### config.mk
export PLATFORM = sky130hd
export DESIGN_NAME = bayer_frame_gen
export DESIGN_NICKNAME = d
export VERILOG_FILES = /design/src/rtl/bayer_frame_gen.sv
export SDC_FILE = /design/constraint.sdc
export NUM_CORES = 1
export LEC_CHECK = 0
export CORE_MARGIN = 1.5
export CORE_UTILIZATION = 25
export CTS_CLUSTER_SIZE = 16
export DETAILED_ROUTE_END_ITERATION = 10
export GPL_TIMING_DRIVEN = 0
export PLACE_DENSITY = 0.52
export SYNTH_ARGS = -nofsm -noshare
export SYNTH_HDL_FRONTEND = slang
export SYNTH_SLANG_ARGS = --single-unit
### constraint.sdc
create_clock -name SYS_CLK_I -period 8.7 [get_ports SYS_CLK_I]
set_input_delay 1.305 -clock SYS_CLK_I [delete_from_list [all_inputs] [get_ports SYS_CLK_I]]
set_output_delay 1.305 -clock SYS_CLK_I [all_outputs]
set_load 0.05 [all_outputs]
### src/rtl/bayer_frame_gen.sv
// bayer_frame_gen: Bayer CFA test-frame source (ramp / flat CFA / checkerboard / constant), G_PIXELS pixels per beat.
// Latency: first beat valid one cycle after START_I is sampled; per-line HBLANK_I idle cycles, G_VBLANK idle cycles per frame.
// Backpressure: beat advances only on DATA_VALID_O & READY_I, DATA_O held while stalled; blanking ignores READY_I.
//
// Optional feature macro: BAYER_FRAME_GEN_CHECKSUM_EN builds a 32-bit per-frame sum of accepted pixels on CHECKSUM_O;
// without it CHECKSUM_O is tied to zero.
//
// Ports:
//   SYS_CLK_I, RESET_I (synchronous, active-high)
//   START_I (level), MODE_I, BAYER_FORMAT_I, H_RES_I, V_RES_I, HBLANK_I : frame configuration, latched at frame start
//   READY_I / DATA_VALID_O / DATA_O : pixel stream, lane p holds pixel x+p, lane 0 in the LSBs
//   EOF_O (one-cycle pulse on first VBLANK cycle), BUSY_O, FRAME_CNT_O, CHECKSUM_O
module bayer_frame_gen #(
    parameter int unsigned G_DATA_WIDTH = 8,
    parameter int unsigned G_PIXELS     = 1,
    parameter int unsigned G_RES_WIDTH  = 13,
    parameter int unsigned G_VBLANK     = 16,
    parameter logic [G_DATA_WIDTH-1:0] G_R_VAL = 8'hC0,
    parameter logic [G_DATA_WIDTH-1:0] G_G_VAL = 8'h80,
    parameter logic [G_DATA_WIDTH-1:0] G_B_VAL = 8'h40
) (
    input  logic                               SYS_CLK_I,
    input  logic                               RESET_I,
    input  logic                               START_I,
    input  logic [1:0]                         MODE_I,
    input  logic [1:0]                         BAYER_FORMAT_I,
    input  logic [G_RES_WIDTH-1:0]             H_RES_I,
    input  logic [G_RES_WIDTH-1:0]             V_RES_I,
    input  logic [G_RES_WIDTH-1:0]             HBLANK_I,
    input  logic                               READY_I,
    output logic [G_PIXELS*G_DATA_WIDTH-1:0]   DATA_O,
    output logic                               DATA_VALID_O,
    output logic                               EOF_O,
    output logic                               BUSY_O,
    output logic [15:0]                        FRAME_CNT_O,
    output logic [31:0]                        CHECKSUM_O
);

    // The blanking counter serves both HBLANK_I and G_VBLANK, so it must hold the larger of the two.
    localparam int unsigned VB_W = $clog2(G_VBLANK + 1);
    localparam int unsigned BW   = (G_RES_WIDTH > VB_W) ? G_RES_WIDTH : VB_W;
    localparam logic [G_RES_WIDTH-1:0] STEP    = G_RES_WIDTH'(G_PIXELS);
    localparam logic [G_RES_WIDTH-1:0] ONE     = G_RES_WIDTH'(1);
    localparam logic [BW-1:0]          VB_LAST = BW'(G_VBLANK - 1);

    typedef enum logic [1:0] {
        S_IDLE   = 2'd0,
        S_ACTIVE = 2'd1,
        S_HBLANK = 2'd2,
        S_VBLANK = 2'd3
    } state_t;

    state_t state;
    state_t state_nxt;

    logic [1:0]             cfg_mode;
    logic [1:0]             cfg_fmt;
    logic [G_RES_WIDTH-1:0] cfg_h;
    logic [G_RES_WIDTH-1:0] cfg_v;
    logic [G_RES_WIDTH-1:0] cfg_hb;

    logic [G_RES_WIDTH-1:0] x;
    logic [G_RES_WIDTH-1:0] y;
    logic [BW-1:0]          blank_cnt;
    logic [15:0]            frame_cnt;

    logic start_ok;
    logic load_cfg;
    logic beat_acc;
    logic line_end;
    logic frame_end;
    logic hb_last;
    logic vb_last;

    logic [G_PIXELS*G_DATA_WIDTH-1:0] pix_bus;

    // A zero-sized frame request is ignored rather than producing an empty frame.
    assign start_ok  = START_I && (H_RES_I != '0) && (V_RES_I != '0);
    assign beat_acc  = (state == S_ACTIVE) && READY_I;
    assign line_end  = (x == cfg_h - STEP);
    assign frame_end = line_end && (y == cfg_v - ONE);
    assign hb_last   = (blank_cnt == BW'(cfg_hb - ONE));
    assign vb_last   = (blank_cnt == VB_LAST);

    // ------------------------------------------------------------------
    // FSM
    // ------------------------------------------------------------------
    always_ff @(posedge SYS_CLK_I) begin
        if (RESET_I) begin
            state <= S_IDLE;
        end else begin
            state <= state_nxt;
        end
    end

    always_comb begin
        state_nxt    = state;
        load_cfg     = 1'b0;
        DATA_VALID_O = 1'b0;
        EOF_O        = 1'b0;
        BUSY_O       = 1'b1;
        case (state)
            S_IDLE: begin
                BUSY_O = 1'b0;
                if (start_ok) begin
                    state_nxt = S_ACTIVE;
                    load_cfg  = 1'b1;
                end
            end
            S_ACTIVE: begin
                DATA_VALID_O = 1'b1;
                if (beat_acc && line_end) begin
                    if (frame_end) begin
                        state_nxt = S_VBLANK;
                    end else if (cfg_hb != '0) begin
                        state_nxt = S_HBLANK;
                    end
                end
            end
            S_HBLANK: begin
                if (hb_last) begin
                    state_nxt = S_ACTIVE;
                end
            end
            S_VBLANK: begin
                EOF_O = (blank_cnt == '0);
                if (vb_last) begin
                    if (start_ok) begin
                        state_nxt = S_ACTIVE;
                        load_cfg  = 1'b1;
                    end else begin
                        state_nxt = S_IDLE;
                    end
                end
            end
            default: begin
                state_nxt = S_IDLE;
            end
        endcase
    end

    // ------------------------------------------------------------------
    // Configuration, position and blanking counters
    // ------------------------------------------------------------------
    always_ff @(posedge SYS_CLK_I) begin
        if (RESET_I) begin
            cfg_mode  <= '0;
            cfg_fmt   <= '0;
            cfg_h     <= '0;
            cfg_v     <= '0;
            cfg_hb    <= '0;
            x         <= '0;
            y         <= '0;
            blank_cnt <= '0;
            frame_cnt <= '0;
        end else begin
            if (load_cfg) begin
                cfg_mode <= MODE_I;
                cfg_fmt  <= BAYER_FORMAT_I;
                cfg_h    <= H_RES_I;
                cfg_v    <= V_RES_I;
                cfg_hb   <= HBLANK_I;
                x        <= '0;
                y        <= '0;
            end else if (beat_acc) begin
                if (line_end) begin
                    x <= '0;
                    y <= y + ONE;
                end else begin
                    x <= x + STEP;
                end
            end

            // Counts cycles spent in the current blanking interval; restarts on any state change.
            if ((state == S_HBLANK || state == S_VBLANK) && state_nxt == state) begin
                blank_cnt <= blank_cnt + BW'(1);
            end else begin
                blank_cnt <= '0;
            end

            // Incremented on the edge entering VBLANK so the new count is visible alongside EOF_O.
            if (beat_acc && frame_end) begin
                frame_cnt <= frame_cnt + 16'd1;
            end
        end
    end

    assign FRAME_CNT_O = frame_cnt;

    // ------------------------------------------------------------------
    // Pixel generation
    // ------------------------------------------------------------------
    function automatic logic [G_DATA_WIDTH-1:0] pixel_value(
        input logic [G_RES_WIDTH-1:0] px,
        input logic [G_RES_WIDTH-1:0] py,
        input logic [1:0]             mode,
        input logic [1:0]             fmt
    );
        logic [1:0]           site;
        logic [G_RES_WIDTH:0] sum;
        // Site code 0 is R, 3 is B, 1/2 are G; the format acts as an XOR phase on the 2x2 tile.
        site = {py[0], px[0]} ^ fmt;
        sum  = {1'b0, px} + {1'b0, py};
        pixel_value = '0;
        case (mode)
            2'd0: pixel_value = G_DATA_WIDTH'(sum);
            2'd1: begin
                case (site)
                    2'd0:    pixel_value = G_R_VAL;
                    2'd3:    pixel_value = G_B_VAL;
                    default: pixel_value = G_G_VAL;
                endcase
            end
            2'd2:    pixel_value = (px[3] ^ py[3]) ? '1 : '0;
            default: pixel_value = G_G_VAL;
        endcase
        return pixel_value;
    endfunction

    for (genvar p = 0; p < int'(G_PIXELS); p++) begin : g_lane
        assign pix_bus[p*G_DATA_WIDTH +: G_DATA_WIDTH] =
            pixel_value(x + G_RES_WIDTH'(p), y, cfg_mode, cfg_fmt);
    end

    // Output is forced to zero outside active beats so idle/blanking cycles show a clean bus.
    assign DATA_O = DATA_VALID_O ? pix_bus : '0;

    // ------------------------------------------------------------------
    // Optional per-frame checksum
    // ------------------------------------------------------------------
`ifdef BAYER_FRAME_GEN_CHECKSUM_EN
    logic [31:0] beat_sum;
    logic [31:0] acc;
    logic [31:0] checksum;

    always_comb begin
        beat_sum = '0;
        for (int p = 0; p < int'(G_PIXELS); p++) begin
            beat_sum = beat_sum + 32'(pix_bus[p*G_DATA_WIDTH +: G_DATA_WIDTH]);
        end
    end

    always_ff @(posedge SYS_CLK_I) begin
        if (RESET_I) begin
            acc      <= '0;
            checksum <= '0;
        end else begin
            if (load_cfg) begin
                acc <= '0;
            end else if (beat_acc) begin
                acc <= acc + beat_sum;
            end
            // The final beat is folded in directly so the result lands on the EOF_O cycle.
            if (beat_acc && frame_end) begin
                checksum <= acc + beat_sum;
            end
        end
    end

    assign CHECKSUM_O = checksum;
`else
    assign CHECKSUM_O = '0;
`endif

endmodule

; ---- Word-level counts from Yosys, hierarchy flattened
; Cells that the tools add are included.
[totals]
ff_bits = 100
inputBits = 47
out_inout_bits = 59
wordCells = 69
[classes]
add_sub_neg = 8
eq_ne = 11
n_mux = 19
n_bitwise = 3
reduce_logical = 18
[op_table]
columns = cell, count
row1 = $add 13x1->13 const B, 3
row2 = $eq 13x13->1, 3
row3 = $reduce_bool 13->1, 3
row4 = $sub 13x1->13 const B, 3
row5 = $pmux 8 s3, 1
row6 = $add 16x1->16 const B, 1
row7 = $mux 8, 2
row8 = $pmux 8 s2, 1
row9 = $eq 13x4->1 const B, 1
row10 = $logic_not 13->1, 1
row11 = $mux 13, 1
row12 = $mux 2, 6
row13 = $add 8x8->8, 1
row14 = $eq 2x2->1 const B, 4
row15 = $pmux 2 s4, 1
row16 = $logic_and 1x1->1, 7
row17 = $logic_not 2->1, 3
row18 = $mux 1, 6
row19 = $eq 2x1->1 const B, 2
row20 = $reduce_or 2->1, 2
row21 = $eq 2x2->1, 1
row22 = $pmux 1 s2, 1
row23 = $reduce_and 2->1, 1
row24 = $xor 2x2->2, 1
row25 = other kinds (3), 3

; ---- Depth between registers and ports, before layout
[depth]
word_depth = 10
ltp_mapped = 14
ltp_nobuf = 10

; ---- Worst setup path after synthesis
; Ideal clock, no wire load.
[synth_path]
path_kind = register -> output
startpoint = register blank_cnt[7]
endpoint = output port EOF_O
arrival_time_ns = 2.644
required_time_ns = 7.395
setup_slack_ns = 4.751
path_stages_with_launch = 6
path_buffers = 1
cell_sequence = dfxtp_1 -> clkbuf_1 -> nor4_1 -> and2_1 -> nand3_1 -> nor4b_1
[synth_between]
elab_chain_cells = 2
[synth_rtl]
columns = item, line_no
row1 = from (decl), 64  ; logic [BW-1:0] blank_cnt;
row2 = from (signal assigned), 176  ; blank_cnt <= blank_cnt + BW'(1);
row3 = $logic_not 13->1, 126  ; EOF_O = (blank_cnt == '0);
row4 = $mux 1, 102  ; case (state)
row5 = to (decl), 33  ; output logic EOF_O,
; No other way between the ends.

; ---- Worst setup path in the final report
[layout_path]
startpoint = register x[1]
endpoint = output port DATA_O[7]
[layout_between]
elab_chain_cells = 3
[layout_rtl]
columns = item, line_no
row1 = from (decl), 62  ; logic [G_RES_WIDTH-1:0] x;
row2 = from (signal assigned), 170  ; x <= x + STEP;
row3 = $add 8x8->8, 203  ; sum = {1'b0, px} + {1'b0, py};
row4 = $pmux 8 s3, 205  ; case (mode)
row5 = $mux 8, 226  ; assign DATA_O = DATA_VALID_O ? pix_bus : '0;
row6 = to (decl), 31  ; output logic [G_PIXELS*G_DATA_WIDTH-1:0] DATA_O,
; No other way between the ends.

==> flow_summary.toml <==
[run_status]
status = "finished clean"

[global_routing]
track_usage_pct = 13.53
grt_pass1_vias = 5630
antenna_found_initial = 0
grt_pass1_wl_um = 28720
gr-total-overflow = 0
grt_start_max_net_pins = 19

[logic_synthesis]
synth_edf_count = 0
synth-warning-count = 0
syn_avg_cell_area_um2 = 7.760
synth-seq-cells = 100
synth_cells = 843
ys.flop_type = "dfxtp_1"
synthArstFlopShare_pct = 0
mappedNetlistArea_um2 = 6541
ys_seq_area_share_pct = 30.60
ys_types = 73

[sta]
timing.hold.ws_ns = 0.4727
max-slew-margin-rel_pct = 34.36
hold_violations = 0
worst_pin_slew_ns = 0.9756
setup_viol = 0
period_share_pct = 53.68
grt_setup_unrepaired = "no"
fmax_mhz = 214.1
slew_violations = 0
fin_skew_ns = 0.01261
setup_ws_ns = 4.030
post-route-min-period_ns = 4.670
fin_tns_setup_ns = 0

[detailed_routing]
via_count = 5922
wirelength_um = 17890
drt_iter0_drc = 287
drc = 0
drt-pass1-iter-count = 4
viasPerCell = 4.562
wl_per_cell_um = 13.78
antenna_left = 0

[worst_setup_path]
r2r_slack_ns = 4.82
r2r-end = "FRAME_CNT_O[15]$_SDFFE_PP0P_"
critPathKind = "register to output pin"
worstPathArrival_ns = 3.37
rr_startpoint = "cfg_v[1]$_SDFFE_PP0P_"
worstPathMaxFanout = 8
cp-start-kind = "register"
cp.required_ns = 7.39
endpoint_kind = "output pin"
reg2regPathDepth = 12

[layout]
final_nets = 1027
final_core_util_pct = 31.31
fin_cells = 1298
final_common_cell = "nand2_1"
drive_above_1_share_pct = 9.034
antenna_cells = 0
finish.instance_area_um2 = 8089
final_cell_mix = "nand2_1, dfxtp_1, nor2_1, clkdlybuf4s50_1, a21oi_1"
area_growth_pct = 23.66

[floorplanning]
io_pins = 106
start_util_pct = 25.32
fp.dieArea_um2 = 27140
die_h_um = 164.8
coreArea_um2 = 25840
rows = 59
die_x_um = 164.8

[placement]
gp_congestion = 0.8251
place_hpwl_um = 14260
place.port_buffers = 73
pre_cts_ws_ns = 4.386
dp.cells = 1282
postPlaceCellArea_um2 = 7807

[hold_path]
hold_path_class = "register to register"
holdPathStages = 2
hp-start = "cfg_fmt[1]$_SDFFE_PP0P_"
hold-path-endpoint = "cfg_fmt[1]$_SDFFE_PP0P_"

[clock_network]
cts_root_buf = "clkbuf_16"
cts_buffers = 9
clk-insertion-delay-late_ns = 0.36
clkTransAtPathRegs_ns = 0.08
htreeDepth = 3
cts_tree = "yes"
clock_tree.buffer_depth = 2
hold_buffers = 0
clock-sinks = 100
cts_resized = 0
postCtsSetupBuffers = 0

[power_and_ir_drop]
powerDensity_nw_per_um2 = 158.5
power.leakage_nw = 3.080
vdd_ir_drop_max_v = 0.00008512
power_mw = 1.282

[run]
drv_cap = 0
[cell usage after synthesis (6+ instances only)]
cell / number / area share (%)
xor2_1: 46 / 6.2
buf_2: 6 / 0.46
buf_4: 33 / 3.8
nand2_1: 125 / 7.2
nor2_1: 89 / 5.1
a21o_1: 6 / 0.69
o21ai_0: 8 / 0.61
nor3_1: 31 / 2.4
dfxtp_1: 100 / 31
xnor2_1: 50 / 6.7
and2_1: 6 / 0.57
nand3_1: 30 / 2.3
inv_1: 22 / 1.3
or3_1: 6 / 0.57
a21oi_1: 63 / 4.8
o21a_1: 6 / 0.69
nand4_1: 13 / 1.2
and3_1: 15 / 1.4
nand2b_1: 6 / 0.57
clkbuf_1: 36 / 2.1
ha_1: 21 / 4.0
nor2b_1: 10 / 0.96
nor4_1: 12 / 1.1
[how the worst max path moves through the flow]
stage	end	startpoint	cells after the start
2_1_floorplan	EOF_O	blank_cnt[7]$_SDFF_PP0_	5
3_3_place_gp	DATA_O[7]	x[1]$_SDFFE_PP0P_	10
3_5_place_dp	DATA_O[7]	x[1]$_SDFFE_PP0P_	10
4_1_cts	DATA_O[7]	x[1]$_SDFFE_PP0P_	10
5_1_grt	DATA_O[7]	x[1]$_SDFFE_PP0P_	10
6_report	DATA_O[7]	x[1]$_SDFFE_PP0P_	10
[registers in the layout, summed over array words and instances (netlist names)]
signal       flops
cfg_h           13
cfg_hb          13
state            2
cfg_v           13
blank_cnt       13
FRAME_CNT_O     16
cfg_mode         2
x               13
cfg_fmt          2
y               13
[routing by layer]
| layer | up-vias | routed length (um) | share of wire (%) | track usage [%] |
|---|---|---|---|---|
| met1 | 2732 | 8650 | 48 | 17.68 |
| met2 | 94 | 8234 | 46 | 22.61 |
| met3 | 12 | 843 | 4.7 | 2.963 |
| li1 | 3084 | - | - | - |
| met5 | - | 0 | 0 | 0 |
| met4 | 0 | 158 | 0.88 | 3.153 |
[final cells by class]
type / instances / area (um2)
fill: 2800 / 17750
sequential: 100 / 2002
timing repair buffer: 73 / 730.7
multi-input combinational: 672 / 4125
inverter: 22 / 82.58
clock buffer: 9 / 225.2
clock inverter: 7 / 56.30
buffer: 80 / 447.9
tap: 335 / 419.2
[cell families (layout without fill, tap and decap cells)]
family	count (synthesis)	count (layout)	share of synthesized area (%)
mux	8	8	1.320
flops	100	100	30.60
simple gates	374	374	28.25
other cells	1	32	0.05733
fa+ha+maj	22	22	4.323
compound gates	139	139	14.14
buf+inv	102	191	8.110
xor+xnor	97	97	13.20
[report_power, final]
part | total, mW | leakage (nW) | switching (mW) | internal, mW
clock | 0.393 | 0.137 | 0.194 | 0.198
combinational | 0.384 | 2.13 | 0.231 | 0.153
sequential | 0.505 | 0.811 | 0.0260 | 0.479
[critical path, stage by stage, from the launching register on]
cell	delay [ns]
dfxtp_1	0.55
ha_1	0.31
a21o_1	0.15
a21o_1	0.20
a21o_1	0.17
a21oi_1	0.24
o21bai_1	0.09
a21oi_1	0.18
xnor2_1	0.14
o311a_1	0.16
clkdlybuf4s50_1	0.81
No activity file was read; power rests on OpenSTA's default activity.
